**src/rtl/rabbit_pkg.sv**
```systemverilog
// Shared definitions for the Rabbit cipher core: sequencer states, setup length
// and the counter-system constants used by the datapath.
package rabbit_pkg;

    typedef enum logic [3:0] {
        ST_IDLE,
        ST_KEY_LOAD,
        ST_KEY_ITER,
        ST_KEY_WAIT,
        ST_KEY_FIX,
        ST_IV_LOAD,
        ST_IV_ITER,
        ST_IV_WAIT,
        ST_GEN_ITER,
        ST_GEN_WAIT,
        ST_BLK_OUT,
        ST_READY
    } state_t;

    localparam int SETUP_ITERS_DEF = 4;

    // Counter increment constants A0..A7 of the counter-update step.
    localparam logic [31:0] A0 = 32'h4D34D34D;
    localparam logic [31:0] A1 = 32'hD34D34D3;
    localparam logic [31:0] A2 = 32'h34D34D34;
    localparam logic [31:0] A3 = 32'h4D34D34D;
    localparam logic [31:0] A4 = 32'hD34D34D3;
    localparam logic [31:0] A5 = 32'h34D34D34;
    localparam logic [31:0] A6 = 32'h4D34D34D;
    localparam logic [31:0] A7 = 32'hD34D34D3;

endpackage

```
**src/rtl/rabbit_seq_ctrl.sv**
```systemverilog
// Rabbit sequencer: steps the datapath through key setup, IV setup and
// keystream generation, with command checking and an iteration watchdog.
//
// state    | meaning
// IDLE     | no key; only key_load accepted
// KEY_LOAD | load X/C from key, clear carry
// KEY_ITER | launch one key-setup iteration
// KEY_WAIT | wait for iter_done (watchdog armed)
// KEY_FIX  | counter fix-up, key becomes valid
// IV_LOAD  | restore master state, XOR IV into counters
// IV_ITER  | launch one IV-setup iteration
// IV_WAIT  | wait for iter_done (watchdog armed)
// GEN_ITER | launch one keystream iteration
// GEN_WAIT | wait for iter_done (watchdog armed)
// BLK_OUT  | block valid until blk_ack
// READY    | keyed and waiting for a command
module rabbit_seq_ctrl
    import rabbit_pkg::*;
#(
    parameter int SETUP_ITERS = SETUP_ITERS_DEF,
    parameter int BLK_CNT_W   = 32,
    parameter int TIMEOUT     = 16
) (
    input  logic                 clk,
    input  logic                 rst,
    input  logic                 key_load,
    input  logic                 iv_load,
    input  logic                 ks_req,
    input  logic                 iter_done,
    input  logic                 blk_ack,
    output logic                 load_key_state,
    output logic                 carry_clr,
    output logic                 fix_counters,
    output logic                 load_iv,
    output logic                 iter_start,
    output logic                 blk_valid,
    output logic                 busy,
    output logic                 key_ok,
    output logic                 err,
    output logic [BLK_CNT_W-1:0] blk_count
);

    localparam int             WD_W    = (TIMEOUT > 1) ? $clog2(TIMEOUT) : 1;
    localparam logic [WD_W-1:0] WD_LOAD = WD_W'(TIMEOUT - 1);
    localparam logic [2:0]      ITERS   = 3'(SETUP_ITERS);

    state_t          state;
    state_t          state_next;
    logic [2:0]      iter_cnt;
    logic [WD_W-1:0] wd_cnt;
    logic            in_wait;
    logic            key_accept;
    logic            iv_accept;
    logic            cmd_err;
    logic            timeout;
    logic            any_cmd;

    assign in_wait = (state == ST_KEY_WAIT) || (state == ST_IV_WAIT) || (state == ST_GEN_WAIT);
    assign any_cmd = key_load || iv_load || ks_req;

    always_comb begin
        state_next = state;
        key_accept = 1'b0;
        iv_accept  = 1'b0;
        timeout    = 1'b0;
        cmd_err    = any_cmd && (state != ST_IDLE) && (state != ST_READY);

        // A completion arriving on the expiry cycle wins over the watchdog.
        if (in_wait && !iter_done && (wd_cnt == '0)) begin
            timeout    = 1'b1;
            state_next = ST_IDLE;
        end else begin
            unique case (state)
                ST_IDLE: begin
                    if (key_load) begin
                        key_accept = 1'b1;
                        state_next = ST_KEY_LOAD;
                    end else if (iv_load || ks_req) begin
                        cmd_err = 1'b1;
                    end
                end
                ST_READY: begin
                    if (key_load) begin
                        key_accept = 1'b1;
                        state_next = ST_KEY_LOAD;
                    end else if (iv_load) begin
                        iv_accept  = 1'b1;
                        state_next = ST_IV_LOAD;
                    end else if (ks_req) begin
                        state_next = ST_GEN_ITER;
                    end
                end
                ST_KEY_LOAD: state_next = ST_KEY_ITER;
                ST_KEY_ITER: state_next = ST_KEY_WAIT;
                ST_KEY_WAIT: begin
                    if (iter_done) state_next = (iter_cnt < ITERS) ? ST_KEY_ITER : ST_KEY_FIX;
                end
                ST_KEY_FIX:  state_next = ST_READY;
                ST_IV_LOAD:  state_next = ST_IV_ITER;
                ST_IV_ITER:  state_next = ST_IV_WAIT;
                ST_IV_WAIT: begin
                    if (iter_done) state_next = (iter_cnt < ITERS) ? ST_IV_ITER : ST_READY;
                end
                ST_GEN_ITER: state_next = ST_GEN_WAIT;
                ST_GEN_WAIT: begin
                    if (iter_done) state_next = ST_BLK_OUT;
                end
                ST_BLK_OUT: begin
                    if (blk_ack) state_next = ST_READY;
                end
                default: state_next = ST_IDLE;
            endcase
        end
    end

    always_ff @(posedge clk) begin
        if (rst) begin
            state     <= ST_IDLE;
            iter_cnt  <= 3'd0;
            wd_cnt    <= WD_LOAD;
            key_ok    <= 1'b0;
            err       <= 1'b0;
            blk_count <= '0;
        end else begin
            state <= state_next;

            if (key_accept || iv_accept) iter_cnt <= 3'd0;
            else if (iter_start)         iter_cnt <= iter_cnt + 3'd1;

            if (in_wait) wd_cnt <= wd_cnt - WD_W'(1);
            else         wd_cnt <= WD_LOAD;

            if (key_accept || timeout)  key_ok <= 1'b0;
            else if (state == ST_KEY_FIX) key_ok <= 1'b1;

            if (key_accept)             err <= 1'b0;
            else if (cmd_err || timeout) err <= 1'b1;

            if (key_accept || iv_accept)             blk_count <= '0;
            else if ((state == ST_BLK_OUT) && blk_ack) blk_count <= blk_count + BLK_CNT_W'(1);
        end
    end

    // Control pulses are pure decodes of the state register.
    always_comb begin
        load_key_state = (state == ST_KEY_LOAD);
        carry_clr      = (state == ST_KEY_LOAD);
        fix_counters   = (state == ST_KEY_FIX);
        load_iv        = (state == ST_IV_LOAD);
        iter_start     = (state == ST_KEY_ITER) || (state == ST_IV_ITER) || (state == ST_GEN_ITER);
        blk_valid      = (state == ST_BLK_OUT);
        busy           = (state != ST_IDLE) && (state != ST_READY);
    end

endmodule
```
**config.mk**
```make
export PLATFORM = sky130hd
export DESIGN_NAME = rabbit_seq_ctrl
export DESIGN_NICKNAME = d
export VERILOG_FILES = /design/src/rtl/rabbit_pkg.sv /design/src/rtl/rabbit_seq_ctrl.sv
export SDC_FILE = /design/constraint.sdc
export NUM_CORES = 1
export LEC_CHECK = 0
export BUFFER_PORTS_ARGS = -buffer_cell sky130_fd_sc_hd__buf_4
export CAP_MARGIN = 10
export CORE_UTILIZATION = 39
export CTS_BUF_LIST = sky130_fd_sc_hd__clkbuf_8
export CTS_CLUSTER_DIAMETER = 30
export DETAILED_ROUTE_END_ITERATION = 7
export SLEW_MARGIN = 20
export SYNTH_ARGS = -nofsm -noshare
export SYNTH_HDL_FRONTEND = slang
export SYNTH_SLANG_ARGS = --single-unit
```
**constraint.sdc**
```tcl
create_clock -name clk -period 4.6 [get_ports clk]
set_input_delay 0.46 -clock clk [delete_from_list [all_inputs] [get_ports clk]]
set_output_delay 0.46 -clock clk [all_outputs]
set_load 0.1 [all_outputs]
```
==> metrics.txt <==
CP bufs+invs 0; CP endpoint kind flop; critical path arrival 2.92 ns; die area 0.00658 mm^2; Period Utilization, post-route 59.0%; worst-path cell chain nor3_1 -> o211ai_1 -> nand2_1 -> a21oi_1; yosys warns 0; count leader, synth dfxtp_1; DRT Pass-1 Iters 4; DRT iter0 DRCs 103; worst clock skew 0.00819 ns; Levels on crit path 4; worst path required time 4.80 ns; Num CTS Buffers 5; die span in x 81.1 um; initial antenna violation count 0; Fmax 369 MHz; Worst Tran Pin Value 1.03 ns; total of max-cap violations 0; # setup viols final 0; # rows 28; gr usage total 17.6%; H-Tree Depth 2; Pwr Total 1.27 mW; Worst Reg-to-Reg Cells 4; clock latency on the worst-skew pair 0.30 ns; Setup Buffers After CTS 0; max-slew violation count 0; Root Driver clkbuf_8; die height 81.1 um; Area Overhead vs Synth 19.0%; maximum clock insertion buffer count 2; CP startpoint state[0]; VDD IR max 0.358 mV; DP Area 0.00278 mm^2; Total Wirelength 5640 um; post-cts hold buffer count 0; asr flop ratio synth 0%; WHS 0.409 ns; Final Hold Vio Count 0; syn nets 310; Yosys reg bits 45; Synth area leader dfxtp_1; R2R Path End blk_count[19]; Worst-path clk slew 0.09 ns; PostCTS Resize Cnt 0; total core area 0.00599 mm^2; clock sink count 45; type of origin of the critical path flop; critical path's top delay family compound AO/OA/AOI/OAI gates; layout cells sized above 1 17.5%; Antenna Diode Count 0; grt total ovfl 0; worst setup path end blk_count[19]; Hold Crit Class reg -> reg; first-pass GRT wire length 9070 um; Synth cell types 46; RSZ-0062 raised after global routing false; vias per inst 5.67; Slew HR 31.3%; Synth Area per Inst 8.16 um^2; Post-Syn Instances 299; PwrDens 439 mW/mm^2; number of global-route vias before repair 1,903; Top FF cell, synth dfxtp_1; Post-route DRC 0; Yosys top cell area share 36.9%; Via Count 2,301; Post-synth top cells dfxtp_1, a21oi_1, nor2_1, or4_1; register area share after synthesis 36.9%; Crit Path Class reg -> reg; outcome complete, no violations; Area contributors post-synth dfxtp_1, a21oi_1, or4_1; EDFF count, synth 0; largest net degree at the start of global routing 32; Port Buffers 47; Detail Placement HPWL 3960 um; final net count 341; worst r2r src state[0]; Synth Cell Area 0.00244 mm^2; crit path max fanout 31; fillers 607; Slowest-stage cell, CP nand2_1; CTS tree yes; WL/cell 13.9 um; I/O pin total 48; fin area 0.00290 mm^2; setup slack, reg-to-reg 1.89 ns; min Tclk post-route 2.71 ns; setup_tns 0 ns; Routed Antenna Nets 0; slowest stage delay, CP 0.81 ns; leakage 1.04 nW; RD Place Congestion 0.766; starting density of the core 40.7%
sequential cells by signal, summed over array words and instances, names as in the netlist:
| name | cells |
|---|---|
| blk_count | 32 |
| err | 1 |
| iter_cnt | 3 |
| key_ok | 1 |
| state | 4 |
| wd_cnt | 4 |
stage by stage:
stage          std cells  setup WS (ns)  util [%]
6_report             406           1.89      48.5
3_3_place_gp         398           1.97      46.5
4_1_cts              406           1.83      48.5
2_1_floorplan        299           1.50         -
3_5_place_dp         398           1.82      46.5
5_1_grt              406           1.51      48.5
metal layers:
layer	vias to the layer above	GRT usage (%)	wire (um)
met2	50	26.8	2540
met4	0	4.46	27
met1	1077	24.9	2800
li1	1172	-	-
met3	2	3.82	266
met5	-	0	0
worst register-to-register path, delay by kind of cell (launching register included):
kind / cells / cell delay [ns]
AO/OA/AOI/OAI: 2 / 0.99
AND/OR/NAND/NOR: 2 / 0.96
flip-flops: 1 / 0.68
power by group:
| part | internal [mW] | switching, mW | total, mW |
|---|---|---|---|
| registers | 0.415 | 0.0637 | 0.479 |
| clock network | 0.177 | 0.136 | 0.313 |
| logic | 0.129 | 0.353 | 0.483 |
logic make-up after synthesis:
group                    share of synthesized area [%]
AO/OA/AOI/OAI                                     18.2
AND/OR/NAND/NOR                                   30.1
multiplexers                                      2.05
adder cells (fa/ha/maj)                           2.05
XOR/XNOR                                          4.66
flip-flops                                        36.9
buffers and inverters                             5.95
worst min path at each step:
stage,startpoint,slack (ns),to,cells past startpoint
after global placement,wd_cnt[0],0.39,wd_cnt[0],1
after CTS,wd_cnt[0],0.41,wd_cnt[0],1
after floorplan,wd_cnt[0],0.37,wd_cnt[0],1
final,wd_cnt[0],0.41,wd_cnt[0],1
after global routing,rst,0.44,err,3
after detailed placement,wd_cnt[0],0.39,wd_cnt[0],1
area by class of cell:
| class | count | area (um^2) | share of cell area, % |
|---|---|---|---|
| Tap cell | 75 | 93.8 | 3.23 |
| Timing Repair Buffer | 47 | 353 | 12.1 |
| Inverter | 11 | 41.3 | 1.42 |
| Clock inverter | 2 | 37.5 | 1.29 |
| Multi-Input combinational cell | 220 | 1400 | 48.0 |
| Clock buffer | 6 | 82.6 | 2.84 |
| Sequential cell | 45 | 901 | 31.0 |
placed cells by master (no fill, tap or decap), types with 6 or more instances in the layout:
master and n:
or4_1 17, nand2_1 16, o21ai_0 6, dfxtp_1 45, clkbuf_8 6, xnor2_1 7, nor4_1 6, nand2b_1 6
nand3b_1 6, xor2_1 6, nand4_1 11, a21oi_1 33, nand3_1 15, buf_4 47, nor2_1 17, or3_1 6
and3_1 6, o31ai_1 16, inv_1 10
No activity file was read; power rests on OpenSTA's default activity.
